## src/rtl/alu32_pkg.sv

```systemverilog
// alu32_pkg
//   Shared definitions for the alu32 issue stage:
//   - alu32 opcode encodings and the legality check for an opcode
//   - default tag width and the packed op width {a, b, sel, tag}
//   - sequencer FSM state encodings
package alu32_pkg;

  localparam logic [3:0] SEL_AND  = 4'b0000;
  localparam logic [3:0] SEL_OR   = 4'b0001;
  localparam logic [3:0] SEL_NOTA = 4'b0010;
  localparam logic [3:0] SEL_XOR  = 4'b0011;

  localparam int DEF_TAG_W = 4;
  // Packed op: a(32) + b(32) + sel(4) + tag(TAG_W)
  localparam int OP_W = 68 + DEF_TAG_W;

  typedef enum logic [1:0] {
    IDLE = 2'd0,
    LOAD = 2'd1,
    DONE = 2'd2
  } seq_state_t;

  // Packed op width for an arbitrary tag width.
  function automatic int op_width(input int tag_w);
    return 68 + tag_w;
  endfunction

  // alu32 implements only opcodes 0000..0011.
  function automatic logic sel_legal(input logic [3:0] sel);
    return (sel[3:2] == 2'b00);
  endfunction

endpackage

```

## src/rtl/alu32_op_sequencer_if.sv

```systemverilog
// alu32_op_sequencer_if
//   Op-issue and result channels of the alu32 sequencer.
//   in_*  : valid/ready op channel (producer -> sequencer)
//   res_* : valid/ready result channel (sequencer -> consumer)
//   master modport: the producer/consumer side; slave modport: the sequencer.
interface alu32_op_sequencer_if #(
  parameter int TAG_W = 4
);
  logic             in_valid;
  logic             in_ready;
  logic [31:0]      in_a;
  logic [31:0]      in_b;
  logic [3:0]       in_sel;
  logic [TAG_W-1:0] in_tag;

  logic             res_valid;
  logic             res_ready;
  logic [31:0]      res_data;
  logic [TAG_W-1:0] res_tag;
  logic             res_err;

  modport master (
    output in_valid, in_a, in_b, in_sel, in_tag, res_ready,
    input  in_ready, res_valid, res_data, res_tag, res_err
  );

  modport slave (
    input  in_valid, in_a, in_b, in_sel, in_tag, res_ready,
    output in_ready, res_valid, res_data, res_tag, res_err
  );
endinterface

```

## src/rtl/alu32_op_fifo.sv

```systemverilog
// alu32_op_fifo
//   Synchronous FIFO holding packed ALU ops.
//   Ports: clk, rst (async, active-high); push_i/din_i write at tail;
//          pop_i advances head; dout_o is the head (combinational);
//          full_o, empty_o, level_o derived from the occupancy counter.
//   Pointers are $clog2(DEPTH) bits and wrap naturally (DEPTH is a power of 2).
module alu32_op_fifo #(
  parameter int W     = 72,
  parameter int DEPTH = 4
) (
  input  logic                     clk,
  input  logic                     rst,
  input  logic                     push_i,
  input  logic                     pop_i,
  input  logic [W-1:0]             din_i,
  output logic [W-1:0]             dout_o,
  output logic                     full_o,
  output logic                     empty_o,
  output logic [$clog2(DEPTH):0]   level_o
);

  localparam int PTR_W = $clog2(DEPTH);
  localparam int LVL_W = PTR_W + 1;

  logic [W-1:0]     mem_q [DEPTH];
  logic [PTR_W-1:0] wr_ptr_q, wr_ptr_d;
  logic [PTR_W-1:0] rd_ptr_q, rd_ptr_d;
  logic [LVL_W-1:0] level_q, level_d;
  logic             push_ok;
  logic             pop_ok;

  assign full_o  = (level_q == LVL_W'(DEPTH));
  assign empty_o = (level_q == '0);
  assign level_o = level_q;
  assign dout_o  = mem_q[rd_ptr_q];

  // Guard against overflow/underflow even if the caller misbehaves.
  assign push_ok = push_i & ~full_o;
  assign pop_ok  = pop_i & ~empty_o;

  always_comb begin
    wr_ptr_d = wr_ptr_q;
    rd_ptr_d = rd_ptr_q;
    level_d  = level_q;
    if (push_ok) wr_ptr_d = wr_ptr_q + 1'b1;
    if (pop_ok)  rd_ptr_d = rd_ptr_q + 1'b1;
    case ({push_ok, pop_ok})
      2'b10:   level_d = level_q + 1'b1;
      2'b01:   level_d = level_q - 1'b1;
      default: level_d = level_q;
    endcase
  end

  always_ff @(posedge clk or posedge rst) begin
    if (rst) begin
      wr_ptr_q <= '0;
      rd_ptr_q <= '0;
      level_q  <= '0;
    end else begin
      wr_ptr_q <= wr_ptr_d;
      rd_ptr_q <= rd_ptr_d;
      level_q  <= level_d;
    end
  end

  // Storage needs no reset: an entry is only read after it was written.
  always_ff @(posedge clk) begin
    if (push_ok) mem_q[wr_ptr_q] <= din_i;
  end

endmodule

```

## src/rtl/alu32_op_sequencer.sv

```systemverilog
// alu32_op_sequencer
//   Issue stage for alu32: buffers tagged ops in a FIFO, drives alu32 from
//   registers and returns each result with its tag.
//   Ports: clk, rst (async, active-high);
//          bus      : op channel in_* and result channel res_* (slave side)
//          alu_a_o, alu_b_o, alu_sel_o : registered operands/opcode to alu32
//          alu_out_i: alu32 result
//          level_o  : FIFO occupancy
module alu32_op_sequencer
  import alu32_pkg::*;
#(
  parameter int DEPTH = 4,
  parameter int TAG_W = DEF_TAG_W
) (
  input  logic                   clk,
  input  logic                   rst,
  alu32_op_sequencer_if.slave    bus,
  output logic [31:0]            alu_a_o,
  output logic [31:0]            alu_b_o,
  output logic [3:0]             alu_sel_o,
  input  logic [31:0]            alu_out_i,
  output logic [$clog2(DEPTH):0] level_o
);

  localparam int W = op_width(TAG_W);

  logic [W-1:0]     fifo_din;
  logic [W-1:0]     head;
  logic             fifo_full;
  logic             fifo_empty;
  logic             push;
  logic             pop;

  logic [31:0]      head_a;
  logic [31:0]      head_b;
  logic [3:0]       head_sel;
  logic [TAG_W-1:0] head_tag;

  seq_state_t       state_q;
  logic [31:0]      alu_a_q;
  logic [31:0]      alu_b_q;
  logic [3:0]       alu_sel_q;
  logic [TAG_W-1:0] tag_q;
  logic             err_q;
  logic             res_valid_q;

  assign fifo_din     = {bus.in_a, bus.in_b, bus.in_sel, bus.in_tag};
  assign bus.in_ready = ~fifo_full;
  assign push         = bus.in_valid & ~fifo_full;

  assign head_a   = head[W-1 -: 32];
  assign head_b   = head[W-33 -: 32];
  assign head_sel = head[TAG_W+3 : TAG_W];
  assign head_tag = head[TAG_W-1:0];

  // Pop whenever the ALU slot is free: idle, or the current result is taken.
  assign pop = ~fifo_empty &
               ((state_q == IDLE) | ((state_q == DONE) & bus.res_ready));

  alu32_op_fifo #(
    .W     (W),
    .DEPTH (DEPTH)
  ) u_fifo (
    .clk     (clk),
    .rst     (rst),
    .push_i  (push),
    .pop_i   (pop),
    .din_i   (fifo_din),
    .dout_o  (head),
    .full_o  (fifo_full),
    .empty_o (fifo_empty),
    .level_o (level_o)
  );

  always_ff @(posedge clk or posedge rst) begin
    if (rst) begin
      state_q     <= IDLE;
      alu_a_q     <= '0;
      alu_b_q     <= '0;
      alu_sel_q   <= '0;
      tag_q       <= '0;
      err_q       <= 1'b0;
      res_valid_q <= 1'b0;
    end else begin
      // Head is loaded on every pop regardless of state.
      if (pop) begin
        alu_a_q   <= head_a;
        alu_b_q   <= head_b;
        alu_sel_q <= head_sel;
        tag_q     <= head_tag;
        err_q     <= ~sel_legal(head_sel);
      end
      case (state_q)
        IDLE: begin
          res_valid_q <= 1'b0;
          if (pop) state_q <= LOAD;
        end
        LOAD: begin
          // alu32 captures alu_* at this edge; its out is valid afterwards.
          res_valid_q <= 1'b1;
          state_q     <= DONE;
        end
        DONE: begin
          if (bus.res_ready) begin
            res_valid_q <= 1'b0;
            state_q     <= pop ? LOAD : IDLE;
          end
        end
        default: begin
          res_valid_q <= 1'b0;
          state_q     <= IDLE;
        end
      endcase
    end
  end

  assign alu_a_o   = alu_a_q;
  assign alu_b_o   = alu_b_q;
  assign alu_sel_o = alu_sel_q;

  // alu_* are held in DONE, so alu32 keeps recomputing the same value.
  // An illegal opcode leaves alu32's out stale, hence the forced zero.
  assign bus.res_valid = res_valid_q;
  assign bus.res_data  = (res_valid_q && !err_q) ? alu_out_i : 32'd0;
  assign bus.res_tag   = tag_q;
  assign bus.res_err   = res_valid_q & err_q;

endmodule
```

## src/flat_wrapper.sv

```systemverilog
// flat-port wrapper written by rule: the top's interface ports become plain ports
module alu32_op_sequencer_flat import alu32_pkg::*;
#(
  parameter int DEPTH = 4,
  parameter int TAG_W = DEF_TAG_W
)
  (clk, rst, alu_a_o, alu_b_o, alu_sel_o, alu_out_i, level_o, bus_in_valid, bus_in_a, bus_in_b, bus_in_sel, bus_in_tag, bus_res_ready, bus_in_ready, bus_res_valid, bus_res_data, bus_res_tag, bus_res_err);
  alu32_op_sequencer_if #(.TAG_W(TAG_W)) bus_i ();
  input  logic clk;
  input  logic rst;
  output logic [31:0] alu_a_o;
  output logic [31:0] alu_b_o;
  output logic [3:0] alu_sel_o;
  input  logic [31:0] alu_out_i;
  output logic [$clog2(DEPTH):0] level_o;
  input wire logic [$bits(bus_i.in_valid)-1:0] bus_in_valid;
  input wire logic [$bits(bus_i.in_a)-1:0] bus_in_a;
  input wire logic [$bits(bus_i.in_b)-1:0] bus_in_b;
  input wire logic [$bits(bus_i.in_sel)-1:0] bus_in_sel;
  input wire logic [$bits(bus_i.in_tag)-1:0] bus_in_tag;
  input wire logic [$bits(bus_i.res_ready)-1:0] bus_res_ready;
  output wire logic [$bits(bus_i.in_ready)-1:0] bus_in_ready;
  output wire logic [$bits(bus_i.res_valid)-1:0] bus_res_valid;
  output wire logic [$bits(bus_i.res_data)-1:0] bus_res_data;
  output wire logic [$bits(bus_i.res_tag)-1:0] bus_res_tag;
  output wire logic [$bits(bus_i.res_err)-1:0] bus_res_err;
  assign bus_i.in_valid = bus_in_valid;
  assign bus_i.in_a = bus_in_a;
  assign bus_i.in_b = bus_in_b;
  assign bus_i.in_sel = bus_in_sel;
  assign bus_i.in_tag = bus_in_tag;
  assign bus_i.res_ready = bus_res_ready;
  assign bus_in_ready = bus_i.in_ready;
  assign bus_res_valid = bus_i.res_valid;
  assign bus_res_data = bus_i.res_data;
  assign bus_res_tag = bus_i.res_tag;
  assign bus_res_err = bus_i.res_err;
  alu32_op_sequencer #(.DEPTH(DEPTH), .TAG_W(TAG_W)) u_core (.clk(clk), .rst(rst), .bus(bus_i), .alu_a_o(alu_a_o), .alu_b_o(alu_b_o), .alu_sel_o(alu_sel_o), .alu_out_i(alu_out_i), .level_o(level_o));
endmodule
```

## config.mk

```make
export PLATFORM = sky130hd
export DESIGN_NAME = alu32_op_sequencer_flat
export DESIGN_NICKNAME = d
export VERILOG_FILES = /design/src/rtl/alu32_pkg.sv /design/src/rtl/alu32_op_sequencer_if.sv /design/src/rtl/alu32_op_fifo.sv /design/src/rtl/alu32_op_sequencer.sv /design/src/flat_wrapper.sv
export SDC_FILE = /design/constraint.sdc
export NUM_CORES = 1
export LEC_CHECK = 0
export CORE_MARGIN = 5
export CORE_UTILIZATION = 31
export CTS_CLUSTER_SIZE = 20
export DETAILED_ROUTE_END_ITERATION = 10
export GPL_TIMING_DRIVEN = 0
export PLACE_DENSITY = 0.61
export SLEW_MARGIN = 20
export SYNTH_ARGS = -nofsm -noshare
export SYNTH_HDL_FRONTEND = slang
export SYNTH_HIERARCHICAL = 1
export SYNTH_SLANG_ARGS = --single-unit
```

## constraint.sdc

```tcl
create_clock -name clk -period 3.79 [get_ports clk]
set_input_delay 0.379 -clock clk [delete_from_list [all_inputs] [get_ports clk]]
set_output_delay 0.379 -clock clk [all_outputs]
set_load 0.005 [all_outputs]
```

==> flow_summary_export.csv <==
group,metric,value,unit
global_route,grt_overflow,0,
timing,grt_setup_unrepaired,"false",
synthesis,synth_sequential_area_ratio,75.3,%
global_route,grt_antenna_before_repair,0,
finish,diodes,0,
timing,max_slew_margin,54.3,%
synthesis,synthesis.area,14200,um2
worst_setup_path,critPathRequiredTime,4250,ps
pwr,leakage_power,6.58,nW
placement,port_buffers,217,
worst_setup_path,startpoint_type,"flop",
status,outcome,"finished, final reports clean",
timing,achievable_freq,369,MHz
finish,areaGrowthSynthToFinish,30.9,%
synthesis,synth_top_area_cell,"edfxtp_1",
clocking,clk_root_buf,"clkbuf_16",
clocking,total_number_of_clock_tree_sinks,371,
finish,final_area,18600,um2
worst_setup_path,arrival,3170,ps
drt,postRouteAntennaNets,0,
synthesis,synth_seq_cells,371,
die,die-area,50400,um2
clocking,worstSkewPairLatency,540,ps
timing,tightestPinTransition,680,ps
finish,final_layout_size_suffix_gt1_share,26.3,%
timing,fin_ws,1080,ps
timing,final-max-slew-violation-count,0,
synthesis,synth-main-ff-cell,"edfxtp_1",
timing,hold_violations,0,
clocking,tritoncts_clock_tree,"yes",
worst_setup_path,timing.critical_path.to_type,"flop",
drt,detail_route.drc_violations,0,
clocking,ctsHtreeMaxLevel,2,
synthesis,portion_of_synthesized_cell_area_occupied_by_the_leading_cell_type,60.7,%
finish,leading_cell_type_in_the_layout_fill_and_taps_excluded,"edfxtp_1",
die,fp.dieH,224,um
placement,finalWeightedCongestion,0.683,
clocking,cts_setup_buffers,0,
clocking,clkTransAtPathRegs,60,ps
timing,period_needed,2710,ps
finish,filler_cell_count,4054,
placement,detailedPlacementHpwl,19500,um
drt,post_drt_wl_per_cell,20.1,um
worst_setup_path,crit_path_max_fanout,10,
pwr,vdd_drop_max,412,uV
hold_path,timing.hold.worst.class,"in -> async",
global_route,grt_start_max_net_pins,41,
synthesis,library_cells_used_by_synthesis,32,
drt,vias_per_cell,4.42,
timing,layout_worst_path_cycle_share,71.5,%
synthesis,post_synth_inst_count,621,
synthesis,ys_top_cells_by_area,"edfxtp_1 61%, dfrtp_1 15%, mux4_2 11%",
die,die_w,224,um
timing,timing.hold.ws,213,ps
drt,wirelength,30500,um
global_route,grt_pass1_vias,7433,
synthesis,postSynth.asyncResetShare,22.4,%
synthesis,syn-num-nets,735,
clocking,max-clock-path-buffers,3,
die,floorplan.rows,78,
finish,layout.nets,1000,
clocking,cts_hold_buffers,0,
flow_run,max-cap-violations,0,
finish,finalCoreUtilization,41.1,%
synthesis,synth-edff-count,288,
synthesis,synth_area_per_cell,22.9,um2
global_route,wire_length_of_the_first_global_routing_pass,46100,um
drt,vias,6707,
timing,finalSetupViolCount,0,
clocking,number_of_cells_upsized_or_downsized_after_cts,0,
placement,placement.cell_area,17300,um2
synthesis,synthesis.yosys.warnings,6,
die,floorplan.core_area,45400,um2
placement,dp_slack,902,ps
worst_setup_path,worstSetupPathType,"reg -> reg",
global_route,gr-usage-all-layers,12.0,%
finish,layout_common_cells,"288 x edfxtp_1, 217 x clkdlybuf4s50_1, 83 x dfrtp_1",
pwr,pwr_density_cell,820,nW/um2
die,ports,218,
timing,worst_clock_skew,14.8,ps
clocking,cts_made_buffers,41,
drt,first_pass_iters,4,
die,initial_utilization,31.4,%
drt,drt_iter0_drc,214,
[path summary, 6_finish.rpt]
path	start	to	slack, ps	cells after the start
setup / recovery	u_core/u_fifo/level_o[0]	u_core/u_fifo/level_o[2]	1080	12
hold / removal	rst	u_core/u_fifo/rd_ptr_q[1]	210	2
setup reg to reg	u_core/u_fifo/level_o[0]	u_core/u_fifo/level_o[2]	1080	12
hold reg to reg	u_core/alu_sel_o[3]	u_core/alu_sel_o[3]	510	1
max in group asynchronous	rst	u_core/alu_b_o[27]	2950	3
min in group clk	bus_in_a[6]	u_core/u_fifo/mem_q[1][46]	460	1
[synth_stat cells, types with 2 or more instances]
library cell  count
mux2_4           68
nor2_1            3
xnor2_1           3
buf_2             8
a21oi_1           2
mux2_2            5
inv_1            11
mux4_2           72
edfxtp_1        288
buf_12            7
ha_1              5
xor2_1            3
clkbuf_1          3
dfrtp_1          83
and2_1           37
buf_6             7
[layer usage]
metal  global-route usage (%)  part of all wire, %  vias to the layer above  wire [um]
met5                        0                    0                        -          0
li1                         -                    -                     3023          -
met4                     3.87                  2.3                        0        690
met3                     2.47                  3.9                       52       1190
met2                     20.5                   51                      125      15500
met1                     15.5                   43                     3507      13100
[kinds of logic after synthesis]
group / Yosys count / share of synthesized area, %
flip-flops: 371 / 75.3
multiplexers: 146 / 19.0
AND/OR/NAND/NOR: 49 / 2.23
buffers and inverters: 38 / 2.32
XOR/XNOR: 6 / 0.369
adder cells (fa/ha/maj): 6 / 0.580
AO/OA/AOI/OAI: 5 / 0.220
[state kept, by name, indices dropped and copies added (netlist names), 3 cells and up]
register	cells
u_core/u_fifo/level_o	3
u_core/u_fifo/mem_q	288
u_core/bus.res_tag	4
u_core/alu_sel_o	4
u_core/alu_b_o	32
u_core/alu_a_o	32
[worst max-delay path, stage by stage, from the launching register on]
cell	delay, ps
dfrtp_1	470
nor3_1	180
nor2_2	180
nand2_4	110
inv_8	180
buf_12	190
o31a_1	270
ha_1	220
inv_1	60
fa_1	370
xor2_1	150
nor2_1	110
xor2_1	140
[layout make-up]
cell class / count / area, um2 / share of cell area [%]
sequential: 371 / 10700 / 57.5
multi-input combinational: 212 / 3200 / 17.2
timing repair buffer: 222 / 2310 / 12.4
clock inverter: 18 / 183 / 0.980
buffer: 26 / 278 / 1.49
inverter: 12 / 57.6 / 0.309
tap: 600 / 751 / 4.03
clock buffer: 58 / 1140 / 6.13
[per-stage QoR]
step / instances / setup TNS [ps] / total power, mW
after detailed placement: 1443 / 0 / 11.7
after global placement: 1438 / -419430 / 11.6
after floorplan: 621 / 0 / 9.51
after global routing: 1519 / 0 / 16.1
final: 1519 / 0 / 15.3
after CTS: 1519 / 0 / 15.7
[where the power goes]
group | internal, mW | total (mW) | switching (mW)
combinational | 3.23 | 5.40 | 2.18
sequential | 5.59 | 6.01 | 0.419
clock | 2.32 | 3.88 | 1.56
Note: power is estimated with default switching activity, not from simulation.
